--- src/rtl/pc_sequencer.sv ---
// pc_sequencer: Mealy controller driving PCSrc/immediate of an external PC with branch, call/return stack, stall, flush and halt
module pc_sequencer #(
  parameter int AW           = 8,
  parameter int DEPTH        = 4,
  parameter int FLUSH_CYCLES = 2
) (
  input  logic          CLK,
  input  logic          reset,
  input  logic          start,
  input  logic [AW-1:0] pc_in,
  input  logic          mem_ready,
  input  logic          br_taken,
  input  logic          call,
  input  logic          ret,
  input  logic          halt,
  input  logic [AW-1:0] br_target,
  output logic          PCSrc,
  output logic [AW-1:0] immediate,
  output logic          flush,
  output logic          halted,
  output logic          stk_ovf,
  output logic          stk_unf
);
  localparam int IW = $clog2(DEPTH);
  localparam int SW = IW + 1;
  localparam int CW = $clog2(FLUSH_CYCLES + 1);
  typedef enum logic [1:0] {IDLE, RUN, FLUSH, HALT} state_t;
  state_t        state_q, state_d;
  logic [SW-1:0] sp_q, sp_d;
  logic [CW-1:0] cnt_q, cnt_d;
  logic          ovf_q, ovf_d, unf_q, unf_d;
  logic [AW-1:0] stk_q [DEPTH];
  logic          push, load, empty, full;
  logic [AW-1:0] imm, top;
  assign empty = sp_q == '0;
  assign full  = sp_q == SW'(DEPTH);
  assign top   = stk_q[sp_q[IW-1:0] - IW'(1)];
  // next-state and PC-select decision; load=1 means hold/redirect to imm, load=0 means increment
  always_comb begin
    state_d = state_q;
    sp_d    = sp_q;
    cnt_d   = cnt_q;
    ovf_d   = ovf_q;
    unf_d   = unf_q;
    push    = 1'b0;
    load    = 1'b1;
    imm     = pc_in;
    case (state_q)
      IDLE: if (start) begin
        state_d = RUN;
        load    = !mem_ready;
      end
      RUN: if (mem_ready) begin
        if (halt) state_d = HALT;
        else if (ret && !empty) begin
          sp_d    = sp_q - SW'(1);
          imm     = top;
          state_d = FLUSH;
          cnt_d   = CW'(FLUSH_CYCLES);
        end else if (ret) begin
          unf_d = 1'b1;
          load  = 1'b0;
        end else if (call || br_taken) begin
          imm     = br_target;
          state_d = FLUSH;
          cnt_d   = CW'(FLUSH_CYCLES);
          if (call && full) ovf_d = 1'b1;
          else if (call) begin
            push = 1'b1;
            sp_d = sp_q + SW'(1);
          end
        end else load = 1'b0;
      end
      FLUSH: if (mem_ready) begin
        load  = 1'b0;
        cnt_d = cnt_q - CW'(1);
        if (cnt_q == CW'(1)) state_d = RUN;
      end
      default: ;
    endcase
  end
  // control state, stack pointer, flush counter and sticky flags
  always_ff @(posedge CLK or posedge reset) begin
    if (reset) begin
      state_q <= IDLE;
      sp_q    <= '0;
      cnt_q   <= '0;
      ovf_q   <= 1'b0;
      unf_q   <= 1'b0;
    end else begin
      state_q <= state_d;
      sp_q    <= sp_d;
      cnt_q   <= cnt_d;
      ovf_q   <= ovf_d;
      unf_q   <= unf_d;
    end
  end
  // return-address storage; contents survive reset, only the pointer is cleared
  always_ff @(posedge CLK) begin
    if (push) stk_q[sp_q[IW-1:0]] <= pc_in + AW'(1);
  end
  assign PCSrc     = reset || load;
  assign immediate = (reset || !load) ? '0 : imm;
  assign flush     = state_q == FLUSH;
  assign halted    = state_q == HALT;
  assign stk_ovf   = ovf_q;
  assign stk_unf   = unf_q;
endmodule
--- config.mk ---
export PLATFORM = sky130hd
export DESIGN_NAME = pc_sequencer
export DESIGN_NICKNAME = d
export VERILOG_FILES = /design/src/rtl/pc_sequencer.sv
export SDC_FILE = /design/constraint.sdc
export NUM_CORES = 1
export LEC_CHECK = 0
export ABC_CLOCK_PERIOD_IN_PS = 2300
export CAP_MARGIN = 10
export CORE_UTILIZATION = 30
export CTS_BUF_LIST = sky130_fd_sc_hd__clkbuf_16
export DETAILED_ROUTE_END_ITERATION = 6
export SLEW_MARGIN = 20
export SYNTH_ARGS = -nofsm -noshare
export SYNTH_HDL_FRONTEND = slang
export SYNTH_SLANG_ARGS = --single-unit
--- constraint.sdc ---
create_clock -name CLK -period 2.3 [get_ports CLK]
set_input_delay 0.46 -clock CLK [delete_from_list [all_inputs] [get_ports CLK]]
set_output_delay 0.46 -clock CLK [all_outputs]
set_load 0.005 [all_outputs]
* Word level (Yosys, flattened, before mapping)
Memories as Yosys holds them, arrays and structs flattened. Index checks and enable logic that the tools add are counted.
Operators by class: equality and inequality tests 16, $add $sub $neg 5, multiplexer cells 43, reductions and logical operators 19, bitwise gates (word level) 3
Operators with widths (number):
- $mux 8 | 7
- $mux 2 | 11
- $reduce_and 7->1 | 3
- $mux 1 | 17
- $mux 3 | 5
- $ne 2x2->1 const B | 5
- $add 8x1->8 const B | 1
- $ne 4x4->1 const B | 2
- $ne 3x3->1 const B | 2
- $pmux 2 s3 | 1
- $reduce_and 6->1 | 1
- $reduce_bool 2->1 | 3
- $reduce_and 5->1 | 1
- $eq 2x1->1 const B | 2
- $eq 2x2->1 const B | 2
- $ne 2x1->1 const B | 2
- $pmux 2 s2 | 1
- $sub 2x1->2 const B | 2
- $add 3x1->3 const B | 1
- $eq 3x3->1 const B | 1
- $logic_not 1->1 | 3
- $logic_not 3->1 | 1
- $logic_or 1x1->1 | 3
- $not 1->1 | 3
- 5 further kinds | 6
Word-level totals: register bits 9, bits of input ports 24, word-level logic and storage cells 92, bits in writable memories 32, memories 1, output and inout port bits 13
Memories:
- stk_q | words 4, width 8, rd ports 1, clocked after Yosys merged registers in 0, wr ports 1, RTL line 32 | logic [AW-1:0] stk_q [DEPTH];

* Depth between registers and ports, before layout
Gate-level depths: netlist (run 1).
depth in word-level cells 11, gate-level depth with buffers 9, gate-level depth less buffers 8

* Least setup slack after synthesis (run 1)
OpenSTA, ideal clock, no wires.
path type reg2out, start reg sp_q[0], end out immediate[0], cell stages (with the launch flop) 8, data arrival time 2075 ps, path buffers 1, data required time 1840 ps, path slack -235 ps, cells stage by stage dfrtp_1 buf_2 inv_1 ha_1 and3b_4 or2_4 a211o_4 nor3_2
Between the ends: longest elaborated chain between the ends 10, elaborated cells between the ends (all ways) 16, those cells by class add/sub (1); mux (9); reduce/logical (5); memory (1)
Ends and longest elaborated chain:
- start, declared | RTL line 29 | logic [SW-1:0] sp_q, sp_d;
- start signal, assigned | RTL line 92 | sp_q <= sp_d;
- branches (longest 9 deep; another with $mem_v2 4x8)
- $mux 8 (*) | RTL line 103 | assign immediate = (reset || !load) ? '0 : imm;
- end, declared | RTL line 18 | output logic [AW-1:0] immediate,
Every way passes the cells marked *.

* Worst setup path in the final report (run 1)
start reg sp_q[1], end out immediate[1]
The elaborated chain is that of the path after synthesis.

==> flow_summary.json, run 1 <==
{
  "peakVddDrop_mv": 0.305,
  "core_um2": 6790,
  "hold_path.class": "reg2reg",
  "start_util_pct": 30.9,
  "synth_xor_area_share_pct": 3.33,
  "io_pins": 37,
  "synth_compound_area_share_pct": 9.52,
  "drt_wl_total_um": 5010,
  "violations": "setup timing",
  "power_density_nw_per_um2": 897,
  "vias": 1577,
  "power_mw": 2.77,
  "max_freq_mhz": 401,
  "synth_edf_count": 32,
  "diodes": 0,
  "clk_path_buf_depth": 2,
  "row_count": 30,
  "leakage_nw": 1.21,
  "critPathMaxStageDelay_ps": 370,
  "maxSlewViolCount": 0,
  "worstSkewPairLatency_ps": 280,
  "drt_pass1_iterations": 4,
  "area_growth_pct": 46.8,
  "clkTransAtPathRegs_ps": 60,
  "grt_max_degree": 16,
  "period_share_pct": 108,
  "ys_warn_count": 0,
  "antenna_found_initial": 0,
  "vias_per_cell": 4.72,
  "die_area_um2": 7350,
  "arrival_ps": 2030,
  "end_kind": "output pin",
  "ys_types": 37,
  "cts_buffers": 5,
  "synth.area.mux_share_pct": 8.57,
  "grt_pass1_wl_um": 7970,
  "drt-initial-drc-count": 49,
  "htreeDepth": 2,
  "fin_skew_ps": 4.62,
  "regArea_um2": 1190,
  "crit_slowest_cell": "dfrtp_1",
  "async_flop_share_pct": 22.0,
  "n_fill_cell": 625,
  "syn_inst": 157,
  "dieWidth_um": 85.7,
  "cts_sinks": 41,
  "rsz0062_at_grt": "yes",
  "synthAdderAreaFrac_pct": 4.52,
  "ys.flop_type": "edfxtp_1",
  "synth_top_family_by_area": "simple AND/OR/NAND/NOR gates",
  "relSlewSlack_pct": 73.1,
  "worstSetupPathType": "reg2out",
  "crit_path_start_kind": "flip-flop",
  "hpwl_um": 3720,
  "stdcell_area_um2": 3090,
  "hold_viol": 0,
  "multi_input_area_um2": 920,
  "grt_pass1_vias": 1597,
  "final_common_cell": "buf_4",
  "grt_overflow": 0,
  "mostFrequentLayoutCells": "34 x buf_4, 32 x edfxtp_1, 23 x clkdlybuf4s50_1",
  "gp_congestion": 0.722,
  "tightestPinTransition_ps": 402,
  "portBuffers": 36,
  "worstPathCellList": "inv_2 -> ha_4 -> and3b_4 -> or2_4 -> a211o_4 -> buf_6 -> nor3_4 -> buf_2",
  "status": "finished, violations left",
  "crit_family": "simple AND/OR/NAND/NOR gates",
  "placed_cell_area_um2": 2870,
  "grt_usage_pct": 14.7,
  "nNetsFinal": 268,
  "final_antenna_net_count": 0,
  "worst-path-buf-inv": 3,
  "fin_util_pct": 45.4,
  "syn_avg_cell_area_um2": 13.4,
  "synthesis.area_um2": 2100,
  "drive_above_1_share_pct": 35.3,
  "synth-simple-area-share_pct": 15.5,
  "seq_area_frac_synth_pct": 56.4,
  "cap_violations": 0,
  "cts-root-buf": "clkbuf_16",
  "route.detailed.drc": 0,
  "cts_tree": "built",
  "min_period_ps": 2490,
  "crit_required_ps": 1840,
  "fp.dieH_um": 85.7,
  "syn_nets": 188,
  "layout_setup_ws_ps": -192,
  "setup_viol": 9,
  "avgRoutedWirePerCell_um": 15.0,
  "crit_fanout": 6,
  "synth-seq-cells": 41
}
[path summary, 6_finish.rpt]
path,start,end,slack [ps],depth (start not counted)
worst max-delay path,sp_q[1],immediate[1],-190,8
worst min-delay path,stk_unf,stk_unf,460,1
worst max register to register,sp_q[1],sp_q[2],320,10
worst min register to register,stk_unf,stk_unf,460,1
max in group asynchronous,reset,sp_q[1],1600,3
min in group asynchronous,reset,state_q[1],550,3
[where the power goes]
| group | switching [mW] | total [mW] | internal [mW] |
|---|---|---|---|
| registers | 0.0448 | 0.914 | 0.869 |
| logic | 0.504 | 1.15 | 0.651 |
| clock network | 0.293 | 0.700 | 0.407 |
| total | 0.841 | 2.77 | 1.93 |
[sequential cells by signal (all words and copies together), names as in the netlist]
register / flops
sp_q: 3
stk_ovf: 1
state_q: 2
stk_q: 32
cnt_q: 2
stk_unf: 1
[synth_stat cells (2+ instances only)]
master     n  area (um2)
buf_2      3        15.0
and3_1     3        18.8
xnor2_1    5        43.8
o211ai_1   2        15.0
nand3_1    6        30.0
a22oi_1    2        15.0
o21ai_0    3        15.0
ha_1       6        75.1
nand2b_1   2        12.5
a21o_1     3        22.5
nand2_1    7        26.3
xor2_1     3        26.3
a21oi_1    5        25.0
inv_1      7        26.3
nor2_1    13        48.8
nor2b_1    2        12.5
mux4_2     8         180
and2_1     5        31.3
edfxtp_1  32         961
nor3_2     8        80.1
o22ai_1    8        50.1
dfrtp_1    9         225
[cells by family after synthesis]
| family | Yosys count |
|---|---|
| XOR/XNOR | 8 |
| flip-flops | 41 |
| multiplexers | 8 |
| buffers and inverters | 11 |
| adder cells (fa/ha/maj) | 7 |
| AND/OR/NAND/NOR | 53 |
| AO/OA/AOI/OAI | 29 |
[routing by layer]
layer	vias to the layer above	share of wire (%)	global-route usage, %
met5	-	0	0
met4	0	1.3	4.55
li1	756	-	-
met2	44	50	26.7
met3	9	4.2	3.27
met1	768	44	17.2
[timing repair]
action                     in CTS  in global routing
hold buffers                    0                  0
setup endpoints to repair       9                  9
pin swaps                       2                  2
gates resized for setup        44                  4
setup buffers                   6                  1
[cell type report]
cell class              count  area share (%)
flip-flops and latches     41            38.4
multi-input cells         105            29.8
repair buffers             77            22.1
clock buffers               5            4.06
well taps                  96            3.89
inverters                   7           0.852
clock inverters             3           0.811
[stage by stage]
stage,hold WS (ps),setup TNS (ps),setup WS (ps),instances
floorplan,296,0,30.4,157
CTS,461,-1720,-219,333
detailed placement,447,-5260,-585,319
global route,491,-2000,-261,334
global placement,439,-4910,-574,319
finish,456,-1350,-192,334
(Power assumes the default switching activity.)
==> run 2, diff against run 1 <==
Settings changed: CTS_BUF_LIST sky130_fd_sc_hd__clkbuf_16 to sky130_fd_sc_hd__clkbuf_4 sky130_fd_sc_hd__clkbuf_8.
==> flow_summary.json, run 2 (same netlist as run 1, synthesis figures left out) <==
{
  "layout_setup_ws_ps": -216,
  "drt_pass1_iterations": 4,
  "area_growth_pct": 44.8,
  "cap_violations": 0,
  "power_density_nw_per_um2": 839,
  "setup_viol": 9,
  "fin_util_pct": 44.8,
  "max_freq_mhz": 398,
  "drt_wl_total_um": 5000,
  "worst-path-buf-inv": 3,
  "gr-usage-met2_pct": 26.0,
  "dieWidth_um": 85.7,
  "crit_fanout": 6,
  "gp_congestion": 0.722,
  "cts_hold_repair.buffers": 0,
  "p_int_mw": 1.74,
  "worstSkewPairLatency_ps": 290,
  "clk_path_buf_depth": 2,
  "violations": "setup timing",
  "hold_path.class": "reg2reg",
  "mostFrequentLayoutCells": "33 x buf_4, 32 x edfxtp_1, 24 x clkdlybuf4s50_1",
  "period_share_pct": 109,
  "drt-initial-drc-count": 62,
  "crit_required_ps": 1840,
  "antenna_found_initial": 0,
  "cts-root-buf": "clkbuf_8",
  "final_common_cell": "buf_4",
  "crit_slowest_cell": "dfrtp_1",
  "die_area_um2": 7350,
  "fin_skew_ps": 7.71,
  "arrival_ps": 2060,
  "hpwl_um": 3720,
  "power.switching_mw": 0.814,
  "met1_usage_pct": 17.4,
  "crit_family": "simple AND/OR/NAND/NOR gates",
  "hold_viol": 0,
  "switching_share_pct": 31.9,
  "rsz0062_at_grt": "yes",
  "final_antenna_net_count": 0,
  "p_comb_share_pct": 45.0,
  "grt_pass1_wl_um": 7910,
  "start_util_pct": 30.9,
  "grt_usage_pct": 14.5,
  "vias": 1593,
  "crit_path_start_kind": "flip-flop",
  "cts_buffers": 5,
  "placed_cell_area_um2": 2870,
  "worstPathCellList": "inv_2 -> ha_4 -> and3b_4 -> or2_4 -> a211o_4 -> buf_6 -> nor3_4 -> buf_2",
  "stdcell_area_um2": 3040,
  "maxSlewViolCount": 0,
  "cts_tree": "built",
  "peakVddDrop_mv": 0.287,
  "vias_per_cell": 4.77,
  "avgRoutedWirePerCell_um": 15.0,
  "min_period_ps": 2520,
  "largest_register_ffs": 32,
  "row_count": 30,
  "grt_max_degree": 16,
  "status": "finished, violations left",
  "end_kind": "output pin",
  "fp.dieH_um": 85.7,
  "diodes": 0,
  "route.detailed.drc": 0,
  "clkTransAtPathRegs_ps": 80,
  "tightestPinTransition_ps": 411,
  "grt_overflow": 0,
  "worstSetupPathType": "reg2out",
  "htreeDepth": 2,
  "drive_above_1_share_pct": 36.1,
  "grt-busiest-layer": "met2",
  "io_pins": 37,
  "portBuffers": 36,
  "cts_sinks": 41,
  "power_frac_clock_pct": 19.2,
  "grt_pass1_vias": 1587,
  "relSlewSlack_pct": 72.4,
  "core_um2": 6790,
  "tns_ps": -1610,
  "critPathMaxStageDelay_ps": 380,
  "leakage_nw": 1.19,
  "nNetsFinal": 268,
  "pwr-share-seq_pct": 35.8,
  "use_met3_pct": 3.27
}
## run 2: routing by layer
layer,up-vias,routed length (um)
met5,-,0
met4,0,62
met3,9,229
met2,46,2470
met1,783,2240
li1,755,-
## run 2: power by group through the flow
stage / Sequential, mW / Clock, mW / Combinational [mW]
2_1_floorplan: 0.939 / 0 / 0.607
3_3_place_gp: 0.924 / 0 / 1.07
4_1_cts: 0.912 / 0.510 / 1.15
3_5_place_dp: 0.923 / 0 / 1.09
5_1_grt: 0.921 / 0.537 / 1.27
6_report: 0.912 / 0.490 / 1.15
## run 2: timing repair
action | 4_1_cts | 5_1_grt
pin swaps | 2 | 3
endpoints found under the setup margin | 9 | 9
gates resized for setup | 36 | 13
buffers inserted | 6 | 1
cloned | 0 | 0
## run 2: area by class of cell
type / instances / area [um2]
Tap cell: 96 / 120
Clock inverter: 3 / 25.0
Timing Repair Buffer: 77 / 696
Fill cell: 631 / 3750
Multi-Input combinational cell: 105 / 921
Clock buffer: 5 / 68.8
Sequential cell: 41 / 1190
Inverter: 7 / 26.3
## run 2: stage by stage
step                      std cells  setup WS (ps)  total power [mW]  hold slack [ps]
final                           334           -216              2.55              461
after global routing            334           -289              2.72              497
after CTS                       333           -247              2.57              467
after detailed placement        319           -585              2.02              447
after global placement          319           -574              2.00              439
after floorplan                 157           30.4              1.55              296
## run 2: worst reg2reg max path: cells and delay by family (launching register included)
family,cells,cell delay (ps)
compound gates,2,340
buf+inv,3,340
simple gates,2,170
flops,1,380
fa+ha+maj,2,540
xor+xnor,1,150
## run 2: path summary, 6_finish.rpt
path | slack, ps | endpoint | startpoint | cells after the start
worst max-delay path | -220 | immediate[1] | sp_q[1] | 8
worst min register to register | 460 | stk_unf | stk_unf | 1
worst max register to register | 310 | sp_q[2] | sp_q[1] | 10
min in group asynchronous | 540 | state_q[0] | reset | 3
worst min-delay path | 460 | stk_unf | stk_unf | 1
max in group asynchronous | 1610 | sp_q[0] | reset | 3
==> run 3, diff against run 2 <==
Settings changed: CORE_MARGIN set to 4.
==> flow_summary.json, run 3 (same netlist as run 1, synthesis figures left out) <==
{
  "drt_wl_total_um": 5160,
  "final_antenna_net_count": 0,
  "cts_sinks": 41,
  "start_util_pct": 30.9,
  "nNetsFinal": 273,
  "diodes": 0,
  "core_um2": 6790,
  "end_kind": "output pin",
  "largest_register_ffs": 32,
  "min_period_ps": 2540,
  "grt_usage_pct": 12.8,
  "dp_slack_ps": -604,
  "hpwl_um": 3770,
  "leakage_nw": 1.21,
  "worstSetupPathType": "reg2out",
  "hold_path.class": "reg2reg",
  "peakVddDrop_mv": 0.299,
  "mostFrequentLayoutCells": "39 x buf_4, 32 x edfxtp_1, 26 x clkdlybuf4s50_1",
  "area_growth_pct": 46.5,
  "crit_slowest_cell": "dfrtp_1",
  "max_freq_mhz": 394,
  "clk_path_buf_depth": 2,
  "relSlewSlack_pct": 73.0,
  "tightestPinTransition_ps": 403,
  "grt_overflow": 0,
  "htreeDepth": 2,
  "crit_required_ps": 1840,
  "clkTransAtPathRegs_ps": 90,
  "cts_tree": "built",
  "crit_fanout": 5,
  "fp.dieH_um": 91.7,
  "final_common_cell": "buf_4",
  "violations": "setup timing",
  "period_share_pct": 110,
  "vias_per_cell": 4.71,
  "layout_setup_ws_ps": -237,
  "drt-initial-drc-count": 76,
  "power_mw": 2.68,
  "critPathMaxStageDelay_ps": 380,
  "cts_hold_repair.buffers": 0,
  "maxSlewViolCount": 0,
  "die_area_um2": 8410,
  "row_count": 30,
  "route.detailed.drc": 0,
  "antenna_found_initial": 0,
  "grt_pass1_vias": 1613,
  "crit_path_start_kind": "flip-flop",
  "setup_viol": 8,
  "grt_max_degree": 15,
  "drive_above_1_share_pct": 36.6,
  "worstPathCellList": "inv_2 -> ha_4 -> and3b_4 -> or2_4 -> a211o_4 -> buf_6 -> nor3_4 -> buf_2",
  "arrival_ps": 2080,
  "rsz0062_at_grt": "yes",
  "worstSkewPairLatency_ps": 300,
  "avgRoutedWirePerCell_um": 15.2,
  "cts_buffers": 5,
  "cap_violations": 0,
  "power_density_nw_per_um2": 869,
  "drt_pass1_iterations": 4,
  "grt_pass1_wl_um": 8270,
  "cts-root-buf": "clkbuf_8",
  "vias": 1598,
  "gp_congestion": 0.793,
  "io_pins": 37,
  "dieWidth_um": 91.7,
  "fin_skew_ps": 13.8,
  "portBuffers": 36,
  "status": "finished, violations left",
  "n_fill_cell": 615,
  "hold_viol": 0
}
## run 3: repair_timing
action	4_1_cts	5_1_grt
resized for setup	45	3
buffers inserted	7	2
setup endpoints to repair	9	9
hold endpoints to repair	0	0
pin swaps	3	4
## run 3: path summary, 6_finish.rpt
path / slack [ps] / depth (start not counted) / startpoint / endpoint
max: -240 / 8 / sp_q[1] / immediate[3]
min: 480 / 1 / stk_ovf / stk_ovf
max reg2reg: 310 / 10 / sp_q[1] / sp_q[2]
min reg2reg: 480 / 1 / stk_ovf / stk_ovf
max in group asynchronous: 1630 / 3 / reset / cnt_q[1]
min in group asynchronous: 510 / 3 / reset / sp_q[2]
## run 3: routing by layer
layer	global-route usage [%]	part of all wire, %
met4	3.34	0.93
met2	21.7	48
met3	3.45	5.9
met1	16.0	45
met5	0	0
## run 3: critical path: cells and delay by family (launching register included)
kind	cells	cell delay, ps
AND/OR/NAND/NOR	3	520
buffers and inverters	3	340
adder cells (fa/ha/maj)	1	160
flip-flops	1	380
AO/OA/AOI/OAI	1	370
## run 3: area by class of cell
type	instances	area [um2]	share of cell area, %
inverter	7	26.3	0.853
sequential	41	1190	38.5
clock inverter	3	46.3	1.50
clock buffer	5	68.8	2.23
multi-input combinational	105	912	29.6
timing repair buffer	82	721	23.4
tap	96	120	3.90
## run 3: per-stage QoR
stage | hold slack (ps) | instance area [um2] | std cells | setup TNS [ps] | util [%]
floorplan | 296 | 2110 | 157 | 0 | -
global placement | 456 | 2900 | 323 | -8340 | 42.7
detailed placement | 459 | 2900 | 323 | -7280 | 42.7
CTS | 481 | 3060 | 338 | -1830 | 45.0
global route | 492 | 3080 | 339 | -2410 | 45.3
finish | 480 | 3080 | 339 | -1710 | 45.3
## run 3: power by group
group          leakage, nW  switching (mW)  internal (mW)
Clock               0.0543           0.270          0.325
Combinational        0.759           0.507          0.663
Sequential           0.395          0.0440          0.868
